[src/rtl/instr_fetch_unit.sv]
// instr_fetch_unit: program counter and instruction-fetch stage.
// Issues one word read at a time, holds the returned instruction for the
// control decoder, and computes the next PC once the decoder/ALU resolves
// the control outcome of the held instruction.
//
// Optional build macro: FETCH_ALIGN_CHECK_EN adds the fetch_misalign output.
// It sets sticky on a misaligned next PC, and RESET_PC is used instead of
// the bad target.
//
// Handshakes (all completions are suppressed while stall is high):
//   imem:  imem_req stays high from the cycle after FETCH until the cycle in
//          which imem_ready is seen. imem_rdata is captured in that cycle.
//   instr: instr_valid stays high with instr/pc_out stable until
//          instr_ready is seen. The transfer happens in that cycle.
module instr_fetch_unit #(
  parameter logic [31:0] RESET_PC     = 32'h0000_0000,
  parameter int          MEM_WAIT_MAX = 15
) (
  input  logic        clk,
  input  logic        rst,
  input  logic        stall,
  output logic        imem_req,
  output logic [31:0] imem_addr,
  input  logic        imem_ready,
  input  logic [31:0] imem_rdata,
  output logic [31:0] instr,
  output logic [5:0]  opcode,
  output logic [5:0]  funct,
  output logic [31:0] pc_out,
  output logic        instr_valid,
  input  logic        instr_ready,
  input  logic        resolve,
  input  logic        branch_on_eq,
  input  logic        branch_on_neq,
  input  logic        jump,
  input  logic        zero,
`ifdef FETCH_ALIGN_CHECK_EN
  output logic        fetch_misalign,
`endif
  output logic        fetch_timeout
);

  typedef enum logic [1:0] {
    FETCH    = 2'd0,
    WAIT_MEM = 2'd1,
    ISSUE    = 2'd2,
    RESOLVE  = 2'd3
  } state_t;

  localparam logic [3:0] WAIT_MAX4 = 4'(MEM_WAIT_MAX);

  state_t      state;
  state_t      state_next;
  logic [31:0] pc;
  logic [3:0]  wait_cnt;

  // Strobes decoded from the current state and inputs
  logic        capture;
  logic        accept;
  logic        pc_update;
  logic [3:0]  wait_inc;
  logic        wait_expire;

  // Next-PC datapath
  logic [31:0] pc4;
  logic [31:0] jump_target;
  logic [31:0] branch_target;
  logic        branch_taken;
  logic [31:0] next_pc;

  assign imem_addr = pc;
  assign opcode    = instr[31:26];
  assign funct     = instr[5:0];

  // State register; stall freezes the FSM
  always_ff @(posedge clk) begin
    if (!rst) begin
      state <= FETCH;
    end else if (!stall) begin
      state <= state_next;
    end
  end

  // Next-state logic
  always_comb begin
    state_next = state;
    case (state)
      FETCH:    state_next = WAIT_MEM;
      WAIT_MEM: if (imem_ready) state_next = ISSUE;
      ISSUE:    if (instr_ready) state_next = resolve ? FETCH : RESOLVE;
      RESOLVE:  if (resolve) state_next = FETCH;
      default:  state_next = FETCH;
    endcase
  end

  // Output/strobe decode for the registered datapath below
  always_comb begin
    capture     = (state == WAIT_MEM) && imem_ready;
    accept      = (state == ISSUE) && instr_ready;
    pc_update   = (accept && resolve) || ((state == RESOLVE) && resolve);
    wait_inc    = wait_cnt + 4'd1;
    wait_expire = (state == WAIT_MEM) && !imem_ready && (wait_inc == WAIT_MAX4);
  end

  // Next PC: jump beats a taken branch, which beats fall-through
  always_comb begin
    pc4           = pc_out + 32'd4;
    jump_target   = {pc4[31:28], instr[25:0], 2'b00};
    branch_target = pc4 + {{14{instr[15]}}, instr[15:0], 2'b00};
    branch_taken  = (branch_on_eq & zero) | (branch_on_neq & ~zero);
    next_pc       = pc4;
    if (jump) begin
      next_pc = jump_target;
    end else if (branch_taken) begin
      next_pc = branch_target;
    end
  end

  // Memory side: request, wait counter, timeout pulse, instruction capture
  always_ff @(posedge clk) begin
    if (!rst) begin
      imem_req      <= 1'b0;
      wait_cnt      <= 4'd0;
      fetch_timeout <= 1'b0;
      instr         <= 32'd0;
      pc_out        <= RESET_PC;
    end else if (!stall) begin
      fetch_timeout <= 1'b0;
      if (state == FETCH) begin
        imem_req <= 1'b1;
        wait_cnt <= 4'd0;
      end
      if (capture) begin
        imem_req <= 1'b0;
        instr    <= imem_rdata;
        pc_out   <= pc;
        wait_cnt <= 4'd0;
      end else if (wait_expire) begin
        fetch_timeout <= 1'b1;
        wait_cnt      <= 4'd0;
      end else if (state == WAIT_MEM) begin
        wait_cnt <= wait_inc;
      end
    end
  end

  // Decoder side: valid flag set on capture, cleared on acceptance
  always_ff @(posedge clk) begin
    if (!rst) begin
      instr_valid <= 1'b0;
    end else if (!stall) begin
      if (capture) begin
        instr_valid <= 1'b1;
      end else if (accept) begin
        instr_valid <= 1'b0;
      end
    end
  end

`ifdef FETCH_ALIGN_CHECK_EN
  // PC update; a misaligned target restarts at RESET_PC and flags sticky
  always_ff @(posedge clk) begin
    if (!rst) begin
      pc             <= RESET_PC;
      fetch_misalign <= 1'b0;
    end else if (!stall && pc_update) begin
      if (next_pc[1:0] != 2'b00) begin
        pc             <= RESET_PC;
        fetch_misalign <= 1'b1;
      end else begin
        pc <= next_pc;
      end
    end
  end
`else
  // PC update; low bits forced to zero so the PC stays word-aligned
  always_ff @(posedge clk) begin
    if (!rst) begin
      pc <= RESET_PC;
    end else if (!stall && pc_update) begin
      pc <= next_pc & ~32'd3;
    end
  end
`endif

endmodule

[config.mk]
export PLATFORM = sky130hd
export DESIGN_NAME = instr_fetch_unit
export DESIGN_NICKNAME = d
export VERILOG_FILES = /design/src/rtl/instr_fetch_unit.sv
export SDC_FILE = /design/constraint.sdc
export NUM_CORES = 1
export LEC_CHECK = 0
export ABC_AREA = 1
export CAP_MARGIN = 25
export CORE_UTILIZATION = 43
export CTS_CLUSTER_SIZE = 28
export DETAILED_ROUTE_END_ITERATION = 12
export PLACE_DENSITY = 0.79
export SLEW_MARGIN = 20
export SYNTH_ARGS = -nofsm -noshare
export SYNTH_HDL_FRONTEND = slang
export SYNTH_SLANG_ARGS = --single-unit
[constraint.sdc]
create_clock -name clk -period 8.4 [get_ports clk]
set_input_delay 2.52 -clock clk [delete_from_list [all_inputs] [get_ports clk]]
set_output_delay 2.52 -clock clk [all_outputs]
set_load 0.005 [all_outputs]
==> flow_summary_export.csv, run 1 <==
group,metric,value,unit
clock_network,cts_tree,"yes",
layout,num-fill-cells,1580,
logic_synthesis,synth-edff-count,0,
power_and_ir_drop,power_frac_seq,0.460,
sta,final.setup.tns,0,ns
clock_network,htreeDepth,3,
clock_network,cts_inserted_buffers,9,
power_and_ir_drop,switching_power,348,uW
layout,syn_to_final_growth,25.8,%
layout,drive_gt1_frac,0.0513,
global_route,grt_overflow,0,
critical_path,crit_arrival,4.91,ns
clock_network,clk_pin_slew_worst_paths,0.07,ns
critical_path,max_stage_delay,0.51,ns
place,gp_congestion,0.977,
power_and_ir_drop,power.leakage,0.00424,uW
power_and_ir_drop,clockPowerShare,0.356,
clock_network,clock-root-buffer,"clkbuf_16",
job,maxCapViolCount,0,
critical_path,crit_type,"input pin to flop",
critical_path,cp_cell_sequence,"clkdlybuf4s50_1, nor2_1, inv_1, nor3_4, buf_4, inv_2, buf_4, o21ai_0, a21oi_1",
sta,tightestPinTransition,0.874,ns
clock_network,post-cts-setup-buffer-count,0,
floorplan,die_w,131,um
layout,antenna_cells,0,
floorplan,die_h,131,um
logic_synthesis,synthSimpleGateAreaFrac,0.312,
outcome,status,"finished, final reports clean",
worst_hold_path,hold_path.class,"flop to flop",
layout,nets,1325,
power_and_ir_drop,vdd_ir_drop_max,91.1,uV
critical_path,reg2reg_slack,4.71,ns
place,place_hpwl,17900,um
power_and_ir_drop,swShare,0.302,
drt,drc,0,
drt,detail-route-antenna-nets,0,
logic_synthesis,muxShareOfSynthArea,0,
critical_path,r2r_start,"pc_out[2]$_SDFFE_PN0P_",
drt,route.vias.total,7932,
logic_synthesis,synth_xor_area_frac,0.0379,
logic_synthesis,synth_seq_cells,101,
sta,hold_viol,0,
logic_synthesis,synth_adder_area_share,0.0708,
drt,first_pass_iters,6,
clock_network,cts.repair.resized,0,
sta,finalSetupViolations,0,
worst_hold_path,hold_depth,2,
critical_path,cp.required,8.68,ns
sta,clock.fmax,216,MHz
floorplan,die_area,17200,um2
critical_path,slowest_stage,"clkdlybuf4s50_1",
global_route,antenna_found_initial,0,
logic_synthesis,syn_inst,1129,
global_route,grt_pass1_wl,37700,um
place,placedCellCount,1446,
sta,slew_viol_final,0,
logic_synthesis,syn_avg_cell_area,6.35,um2
critical_path,critPathLaunchType,"input pin",
floorplan,ios,153,
worst_hold_path,worstHoldEndpoint,"instr[25]$_SDFFE_PN0P_",
sta,rsz0062_at_grt,"false",
sta,fin_crit,4.62,ns
logic_synthesis,yosysWarnings,0,
drt,routedWlPerCell,16.5,um
critical_path,cp-end-kind,"flop",
critical_path,r2r_cells,18,
global_route,grt_pass1_vias,7239,
drt,routed_via_density,5.42,
drt,drtIter0Drc,751,
power_and_ir_drop,internal_power,803,uW
layout,seq_area,2020,um2
drt,routed_wl,24100,um
critical_path,cp_max_fo,52,
floorplan,row_count,46,
logic_synthesis,synth_flop_cell,"dfxtp_1",
power_and_ir_drop,p_per_area,128,nW/um2
worst_hold_path,worstHoldStart,"instr[25]$_SDFFE_PN0P_",
clock_network,cts.path.max_buffers,2,
critical_path,timing.rr.end,"imem_addr[19]$_SDFFE_PN0P_",
sta,finalCritPeriodShare,0.550,
sta,finalClockSkew,0.0111,ns
global_route,grt_usage,0.271,
logic_synthesis,synth_compound_area_frac,0.194,
logic_synthesis,synth_area,7170,um2
logic_synthesis,synth_cell_types,41,
floorplan,initial_core_util,0.447,
global_route,grt_max_degree,94,
place,port_buffers,148,
clock_network,holdBufCountCts,0,
clock_network,insertion_delay,0.36,ns
clock_network,clock_sinks,101,
sta,maxSlewHeadroom,0.418,
critical_path,cp_common_cell,"buf_4",
layout,final_cells,1463,
logic_synthesis,synth_top_family_by_area,"simple AND/OR/NAND/NOR gates",
layout,multi_input_comb_area,4420,um2
floorplan,core,16100,um2
logic_synthesis,async_reset_ff_frac,0,
power_and_ir_drop,p_comb_frac,0.184,
logic_synthesis,ys_seq_area_frac,0.282,
[Yosys cell counts (3+ instances only)]
library cell,n,area share
nand2_2,5,0.0044
nand4_1,11,0.0096
xnor2_1,13,0.016
o211ai_1,9,0.0094
clkbuf_1,32,0.017
o21ai_1,7,0.0049
nand3_2,6,0.0084
buf_4,16,0.017
o21ai_0,118,0.082
buf_2,7,0.0049
dfxtp_1,101,0.28
or2_2,7,0.0061
a21oi_1,109,0.076
a21o_1,3,0.0031
nor3_1,11,0.0077
nor2_2,8,0.0070
o21bai_1,7,0.0073
nand2_1,229,0.12
nor3_4,3,0.0068
inv_1,122,0.064
xor2_1,18,0.022
nand3_1,57,0.040
nor2_1,168,0.088
nand3b_1,3,0.0031
ha_1,39,0.068
[power by group through the flow]
stage / clock, uW / sequential, uW / combinational [uW]
floorplan: 0 / 531 / 115
global placement: 0 / 539 / 204
detailed placement: 0 / 539 / 206
CTS: 410 / 528 / 208
global route: 427 / 531 / 233
finish: 409 / 529 / 212
[state kept, by name, summed over array words and instances (netlist names)]
signal / cells
fetch_timeout: 1
imem_addr: 30
imem_req: 1
instr: 32
instr_valid: 1
pc_out: 30
state: 2
wait_cnt: 4
[worst max-delay path: cells and delay by family]
kind | cells | cell delay (ns)
AND/OR/NAND/NOR | 2 | 0.11
buffers and inverters | 5 | 1.94
AO/OA/AOI/OAI | 2 | 0.29
[per-layer routing]
metal	up-vias	track usage	wire length (um)
met1	3623	0.369	10600
li1	3900	-	-
met2	358	0.424	10700
met5	-	0	0
met4	0	0.0908	584
met3	51	0.0563	2180
[worst max-delay path by stage]
stage	end	from	slack, ns
after floorplan	imem_addr[4]$_SDFFE_PN0P_	branch_on_neq	4.87
after global placement	imem_addr[4]$_SDFFE_PN0P_	zero	3.40
after detailed placement	imem_addr[5]$_SDFFE_PN0P_	zero	3.33
after CTS	imem_addr[5]$_SDFFE_PN0P_	zero	3.63
after global routing	pc_out[10]$_SDFFE_PN0P_	stall	3.53
final	pc_out[13]$_SDFFE_PN0P_	stall	3.78
[per-stage QoR]
stage	area [um2]	total power, uW	utilization	hold WS [ns]	worst slack (ns)
finish	9020	1150	0.562	0.486	3.78
detailed placement	8700	744	0.542	0.483	3.33
floorplan	7180	646	-	0.458	4.87
global route	9020	1190	0.562	0.511	3.53
global placement	8700	743	0.542	0.470	3.40
CTS	8980	1150	0.559	0.492	3.63
[logic make-up (layout without fill, tap and decap cells)]
kind of cell / Yosys count / count (layout)
DFF: 101 / 101
other: 1 / 4
adders and majority gates: 40 / 40
buffers and inverters: 179 / 294
AOI/OAI and AO/OA: 262 / 262
and+or+nand+nor: 515 / 515
xor gates and xnor gates: 31 / 31
[layout make-up]
cell class                      instances  share of cell area
Clock inverter                          6             0.00596
Sequential cell                       101               0.224
Inverter                              123              0.0512
Timing Repair Buffer                  156               0.173
Multi-Input combinational cell        852               0.490
Tap cell                              216              0.0300
Clock buffer                            9              0.0250
[cell usage in the layout, fill, tap and decap left out, types with 4 or more instances in the layout]
master | netlist | final
nand2_1 | 229 | 229
nor2_1 | 168 | 167
clkdlybuf4s50_1 | 0 | 147
inv_1 | 122 | 121
o21ai_0 | 118 | 118
a21oi_1 | 109 | 109
dfxtp_1 | 101 | 101
nand3_1 | 57 | 57
ha_1 | 39 | 39
xor2_1 | 18 | 18
xnor2_1 | 13 | 13
nor3_1 | 11 | 11
nand4_1 | 11 | 11
nor2_2 | 8 | 9
o211ai_1 | 9 | 9
clkbuf_16 | 0 | 9
or2_2 | 7 | 7
o21bai_1 | 7 | 7
o21ai_1 | 7 | 7
nand3_2 | 6 | 6
buf_4 | 16 | 6
nand2_2 | 5 | 5
conb_1 | 1 | 4
No activity file was read; power rests on OpenSTA's default activity.
==> run 2, diff against run 1 <==
--- a/config.mk
+++ b/config.mk
@@ -10,7 +10,7 @@
 export CORE_UTILIZATION = 43
 export CTS_CLUSTER_SIZE = 28
 export DETAILED_ROUTE_END_ITERATION = 12
-export PLACE_DENSITY = 0.79
+export PLACE_DENSITY = 0.82
 export SLEW_MARGIN = 20
 export SYNTH_ARGS = -nofsm -noshare
 export SYNTH_HDL_FRONTEND = slang
==> constraint.sdc (replaced) <==
create_clock -name clk -period 4 [get_ports clk]
set_input_delay 1.2 -clock clk [delete_from_list [all_inputs] [get_ports clk]]
set_output_delay 1.2 -clock clk [all_outputs]
set_load 0.005 [all_outputs]
==> run 2 against run 1 <==
Setup slack got worse by 3.2 ns. Combinational power rose by 110%. Final cell count rose by 0.41%. Critical path depth rose by 12. Routed wire length fell by 0.42%. Total power rose by 110%. Sequential cell count did not move. Highest routed layer unchanged.
==> flow_summary_export.csv, run 2 (same netlist as run 1, synthesis figures left out) <==
group,metric,value,unit
outcome,status,"finished, final reports clean",
power_and_ir_drop,power.leakage,0.00426,uW
sta,maxSlewHeadroom,0.582,
sta,slew_viol_final,0,
drt,drtIter0Drc,809,
drt,routed_via_density,5.44,
floorplan,die_h,131,um
drt,routed_wl,24000,um
critical_path,cp-end-kind,"flop",
drt,detail-route-antenna-nets,0,
floorplan,ios,153,
global_route,antenna_found_initial,0,
drt,routedWlPerCell,16.3,um
layout,antenna_cells,0,
clock_network,clock_sinks,101,
sta,finalCritPeriodShare,0.850,
clock_network,cts.repair.resized,0,
critical_path,cp_max_fo,8,
critical_path,critPathLaunchType,"flop",
floorplan,core,16100,um2
clock_network,holdBufCountCts,0,
floorplan,initial_core_util,0.447,
clock_network,cts_tree,"yes",
worst_hold_path,hold_path.class,"flop to flop",
worst_hold_path,hold_depth,2,
layout,most-common-layout-cells,"229 x nand2_1, 167 x nor2_1, 147 x clkdlybuf4s50_1, 121 x inv_1, 118 x o21ai_0",
layout,syn_to_final_growth,26.2,%
worst_hold_path,worstHoldEndpoint,"instr[21]$_SDFFE_PN0P_",
sta,hold_viol,0,
drt,first_pass_iters,7,
sta,finalSetupViolations,0,
critical_path,cp.required,4.29,ns
sta,finalClockSkew,0.00815,ns
layout,final_util,0.564,
layout,largest_reg_flops,32,
clock_network,clock-root-buffer,"clkbuf_16",
sta,final.setup.tns,0,ns
sta,tightestPinTransition,0.625,ns
clock_network,cts_inserted_buffers,9,
clock_network,post-cts-setup-buffer-count,0,
global_route,grt_pass1_wl,38200,um
global_route,grt_pass1_vias,7477,
power_and_ir_drop,vdd_ir_drop_max,186,uV
worst_hold_path,worstHoldStart,"instr[21]$_SDFFE_PN0P_",
drt,drc,0,
place,pre_cts_ws,0.629,ns
power_and_ir_drop,total_power,2440,uW
sta,rsz0062_at_grt,"false",
layout,regMostFlops,"instr",
clock_network,htreeDepth,3,
critical_path,crit_arrival,3.69,ns
critical_path,r2r_start,"pc_out[2]$_SDFFE_PN0P_",
layout,final_cells,1469,
critical_path,crit_type,"flop to flop",
place,gp_congestion,0.998,
place,placedCellCount,1452,
job,maxCapViolCount,0,
critical_path,reg2reg_slack,0.60,ns
critical_path,timing.rr.end,"imem_addr[24]$_SDFFE_PN0P_",
sta,clock.fmax,294,MHz
layout,drive_gt1_frac,0.0559,
layout,nets,1330,
drt,route.vias.total,7996,
clock_network,cts.path.max_buffers,2,
place,place_hpwl,18400,um
sta,fin_crit,3.40,ns
critical_path,r2r_cells,21,
global_route,grt_usage,0.276,
global_route,grt_overflow,0,
power_and_ir_drop,p_per_area,269,nW/um2
floorplan,die_w,131,um
sta,fin_ws,0.601,ns
clock_network,clk_pin_slew_worst_paths,0.07,ns
clock_network,insertion_delay,0.36,ns
floorplan,die_area,17200,um2
layout,final_common_cell,"nand2_1",
floorplan,row_count,46,
global_route,grt_max_degree,63,
place,port_buffers,148,
run 2: cell count changes in the layout (fill, tap and decap cells not counted), sizes merged:
cell / change
buf: +5
inv: +1
run 2: cell type report:
class,instances,area [um2]
clock buffers,9,225
clock inverters,7,66.3
fillers,1540,7010
inverters,123,462
multi-input cells,852,4420
flip-flops and latches,101,2020
well taps,216,270
repair buffers,161,1580
run 2: power breakdown:
part | internal [uW] | total [uW] | switching, uW | leakage (uW)
sequential | 1050 | 1110 | 64.5 | 0.000819
combinational | 209 | 445 | 236 | 0.00330
clock | 438 | 877 | 439 | 0.000142
total | 1700 | 2440 | 740 | 0.00426
run 2: worst max path at each step:
stage | from | endpoint
2_1_floorplan | pc_out[2]$_SDFFE_PN0P_ | imem_addr[31]$_SDFFE_PN0P_
3_3_place_gp | pc_out[2]$_SDFFE_PN0P_ | imem_addr[27]$_SDFFE_PN0P_
3_5_place_dp | pc_out[2]$_SDFFE_PN0P_ | imem_addr[27]$_SDFFE_PN0P_
4_1_cts | pc_out[2]$_SDFFE_PN0P_ | imem_addr[27]$_SDFFE_PN0P_
5_1_grt | pc_out[2]$_SDFFE_PN0P_ | imem_addr[27]$_SDFFE_PN0P_
6_report | pc_out[2]$_SDFFE_PN0P_ | imem_addr[24]$_SDFFE_PN0P_
run 2: stage by stage:
step | cell area, um2 | hold WS, ns
6_report | 9050 | 0.488
3_5_place_dp | 8740 | 0.477
3_3_place_gp | 8740 | 0.469
2_1_floorplan | 7180 | 0.458
4_1_cts | 9030 | 0.488
5_1_grt | 9050 | 0.502
run 2: critical path, cell delays in order (launching register included):
cell	delay (ns)
dfxtp_1	0.49
ha_1	0.24
inv_1	0.08
nor2_4	0.16
nand2_1	0.11
nor2_2	0.13
nand3_2	0.11
nor2_1	0.15
nand2_1	0.06
nand2_1	0.10
inv_1	0.07
ha_1	0.37
nand2_1	0.11
nor2_1	0.16
inv_1	0.08
nor3_1	0.22
o21ai_0	0.21
nand3_1	0.13
nand2_1	0.05
nand3_1	0.06
nand2_1	0.11
a21oi_2	0.12
run 2: routing by layer:
layer / GRT usage / share of wire / up-vias
met1: 0.370 / 0.43 / 3670
met3: 0.0428 / 0.090 / 45
met4: 0.0993 / 0.024 / 0
met5: 0 / 0 / -
met2: 0.447 / 0.45 / 378
li1: - / - / 3903
==> run 3, diff against run 2 <==
==> constraint.sdc (replaced) <==
create_clock -name clk -period 3.1 [get_ports clk]
set_input_delay 0.93 -clock clk [delete_from_list [all_inputs] [get_ports clk]]
set_output_delay 0.93 -clock clk [all_outputs]
set_load 0.005 [all_outputs]
==> run 3 against run 2 <==
Via count rose by 2.8%. Clock skew rose by 0.0043 ns. Total power is 37% higher. Hold slack worse by 0.0077 ns. Sequential share of layout area shrank 1.6 points. First-iteration DRC count decreased by 27%. Combinational power rose by 47%. Maximum frequency is 14% higher. Cell area grew 8.6%. Core utilization grew 4.9 points.
==> flow_summary_export.csv, run 3 (same netlist as run 1, synthesis figures left out) <==
group,metric,value,unit
power_and_ir_drop,p_per_area,338,nW/um2
critical_path,cp-end-kind,"flop",
layout,regMostFlops,"instr",
drt,first_pass_iters,5,
global_route,grt_pass1_vias,7712,
global_route,grt_pass1_wl,40200,um
job,maxCapViolCount,0,
sta,tightestPinTransition,0.745,ns
drt,drc,0,
global_route,grt_usage,0.292,
drt,routed_wl,26000,um
layout,seq_area,2040,um2
drt,route.vias.total,8222,
worst_hold_path,hold_path.class,"flop to flop",
drt,routed_via_density,5.37,
place,place_hpwl,19700,um
place,placedCellCount,1507,
sta,maxSlewHeadroom,0.503,
floorplan,initial_core_util,0.447,
layout,fin_area,9830,um2
sta,slew_viol_final,0,
clock_network,htreeDepth,3,
layout,multi_input_comb_area,4670,um2
floorplan,row_count,46,
sta,fin_crit,2.99,ns
layout,syn_to_final_growth,37.1,%
layout,num-fill-cells,1435,
drt,drtIter0Drc,588,
floorplan,core,16100,um2
critical_path,critPathLaunchType,"flop",
clock_network,cts_inserted_buffers,9,
global_route,antenna_found_initial,1,
global_route,grt_overflow,0,
floorplan,die_area,17200,um2
floorplan,die_w,131,um
sta,finalClockSkew,0.0124,ns
global_route,use_met2,0.490,
critical_path,cp_max_fo,3,
clock_network,clk_pin_slew_worst_paths,0.07,ns
layout,antenna_cells,0,
drt,detail-route-antenna-nets,0,
sta,finalCritPeriodShare,0.966,
clock_network,cts.path.max_buffers,2,
sta,final.setup.tns,0,ns
sta,clock.fmax,334,MHz
drt,routedWlPerCell,17.0,um
power_and_ir_drop,power.leakage,0.00460,uW
power_and_ir_drop,p_comb_frac,0.196,
layout,final_common_cell,"nand2_1",
layout,largest_reg_flops,32,
critical_path,cp.required,3.39,ns
clock_network,clock_sinks,101,
sta,rsz0062_at_grt,"true",
global_route,met1_usage,0.380,
place,placed_cell_area,9190,um2
sta,worst_hold_slack,0.480,ns
place,gp_congestion,0.957,
sta,hold_viol,0,
power_and_ir_drop,power_frac_seq,0.429,
power_and_ir_drop,internal_power,2380,uW
floorplan,ios,153,
sta,finalSetupViolations,0,
global_route,grt-busiest-layer,"met2",
power_and_ir_drop,vdd_ir_drop_max,232,uV
critical_path,crit_type,"flop to flop",
floorplan,die_h,131,um
power_and_ir_drop,swShare,0.284,
power_and_ir_drop,switching_power,946,uW
layout,drive_gt1_frac,0.141,
layout,final_cells,1530,
layout,nets,1391,
global_route,use_met3,0.0536,
power_and_ir_drop,clockPowerShare,0.375,
critical_path,crit_arrival,3.28,ns
layout,most-common-layout-cells,"222 x nand2_1, 155 x nor2_1, 147 x clkdlybuf4s50_1, 120 x inv_1, 116 x o21ai_0",
clock_network,insertion_delay,0.35,ns
clock_network,cts_tree,"yes",
clock_network,clock-root-buffer,"clkbuf_16",
global_route,grt_max_degree,52,
place,port_buffers,148,
outcome,status,"finished, final reports clean",
-- run 3: cell types whose count changed in the layout (fill, tap and decap cells not counted), sizes merged --
cell,delta
clkinv,-1
clkbuf,+1
inv,-1
bufinv,+2
clkinvlp,-1
buf,+61
-- run 3: what timing repair did --
action                                  CTS  global route
hold endpoints to repair                  0             0
setup buffers                             0             7
gates resized for setup                   5            60
endpoints found under the setup margin    4            19
hold buffers                              0             0
pin swaps                                 1            16
-- run 3: final timing paths --
path              cells after the start                          to  slack (ns)               startpoint
hold / removal                        2      instr[25]$_SDFFE_PN0P_        0.48   instr[25]$_SDFFE_PN0P_
setup reg to reg                     17  imem_addr[30]$_SDFFE_PN0P_        0.11  pc_out[14]$_SDFFE_PN0P_
hold reg to reg                       2      instr[25]$_SDFFE_PN0P_        0.48   instr[25]$_SDFFE_PN0P_
setup / recovery                     17  imem_addr[30]$_SDFFE_PN0P_        0.11  pc_out[14]$_SDFFE_PN0P_
-- run 3: area by class of cell --
class,instances,area share
clock inverter,6,0.00929
inverter,123,0.0470
multi-input combinational,852,0.475
timing repair buffer,222,0.210
sequential,101,0.207
clock buffer,10,0.0233
tap,216,0.0275
-- run 3: power by group through the flow --
| stage | Clock, uW | Combinational, uW | Sequential [uW] |
|---|---|---|---|
| 6_report | 1250 | 653 | 1430 |
| 5_1_grt | 1300 | 708 | 1430 |
| 4_1_cts | 1250 | 624 | 1420 |
| 3_5_place_dp | 0 | 619 | 1450 |
| 3_3_place_gp | 0 | 610 | 1450 |
| 2_1_floorplan | 0 | 311 | 1440 |
-- run 3: metal layers --
layer,routed length (um),vias to the layer above
met2,12200,324
met3,2100,48
met1,11100,3819
met4,594,2
li1,-,4029
met5,13,-
-- run 3: through the flow --
step / total power (uW) / util / setup WS [ns]
global route: 3440 / 0.612 / -0.0438
detailed placement: 2070 / 0.573 / -0.0704
global placement: 2060 / 0.573 / -0.0440
finish: 3330 / 0.612 / 0.107
floorplan: 1750 / - / 0.345
CTS: 3290 / 0.593 / 0.0105
-- run 3: worst max-delay path: stages, from the launching register on --
cell	delay, ns
dfxtp_1	0.41
nand2_1	0.13
nor2_2	0.19
nand2_2	0.12
nor2_4	0.19
xnor2_1	0.16
inv_1	0.06
ha_1	0.29
buf_4	0.15
a21oi_1	0.20
o21ai_0	0.18
a21oi_1	0.29
nor2_1	0.08
nor2_1	0.15
nand2_1	0.07
nand2_1	0.05
nand3_1	0.07
a21oi_1	0.13
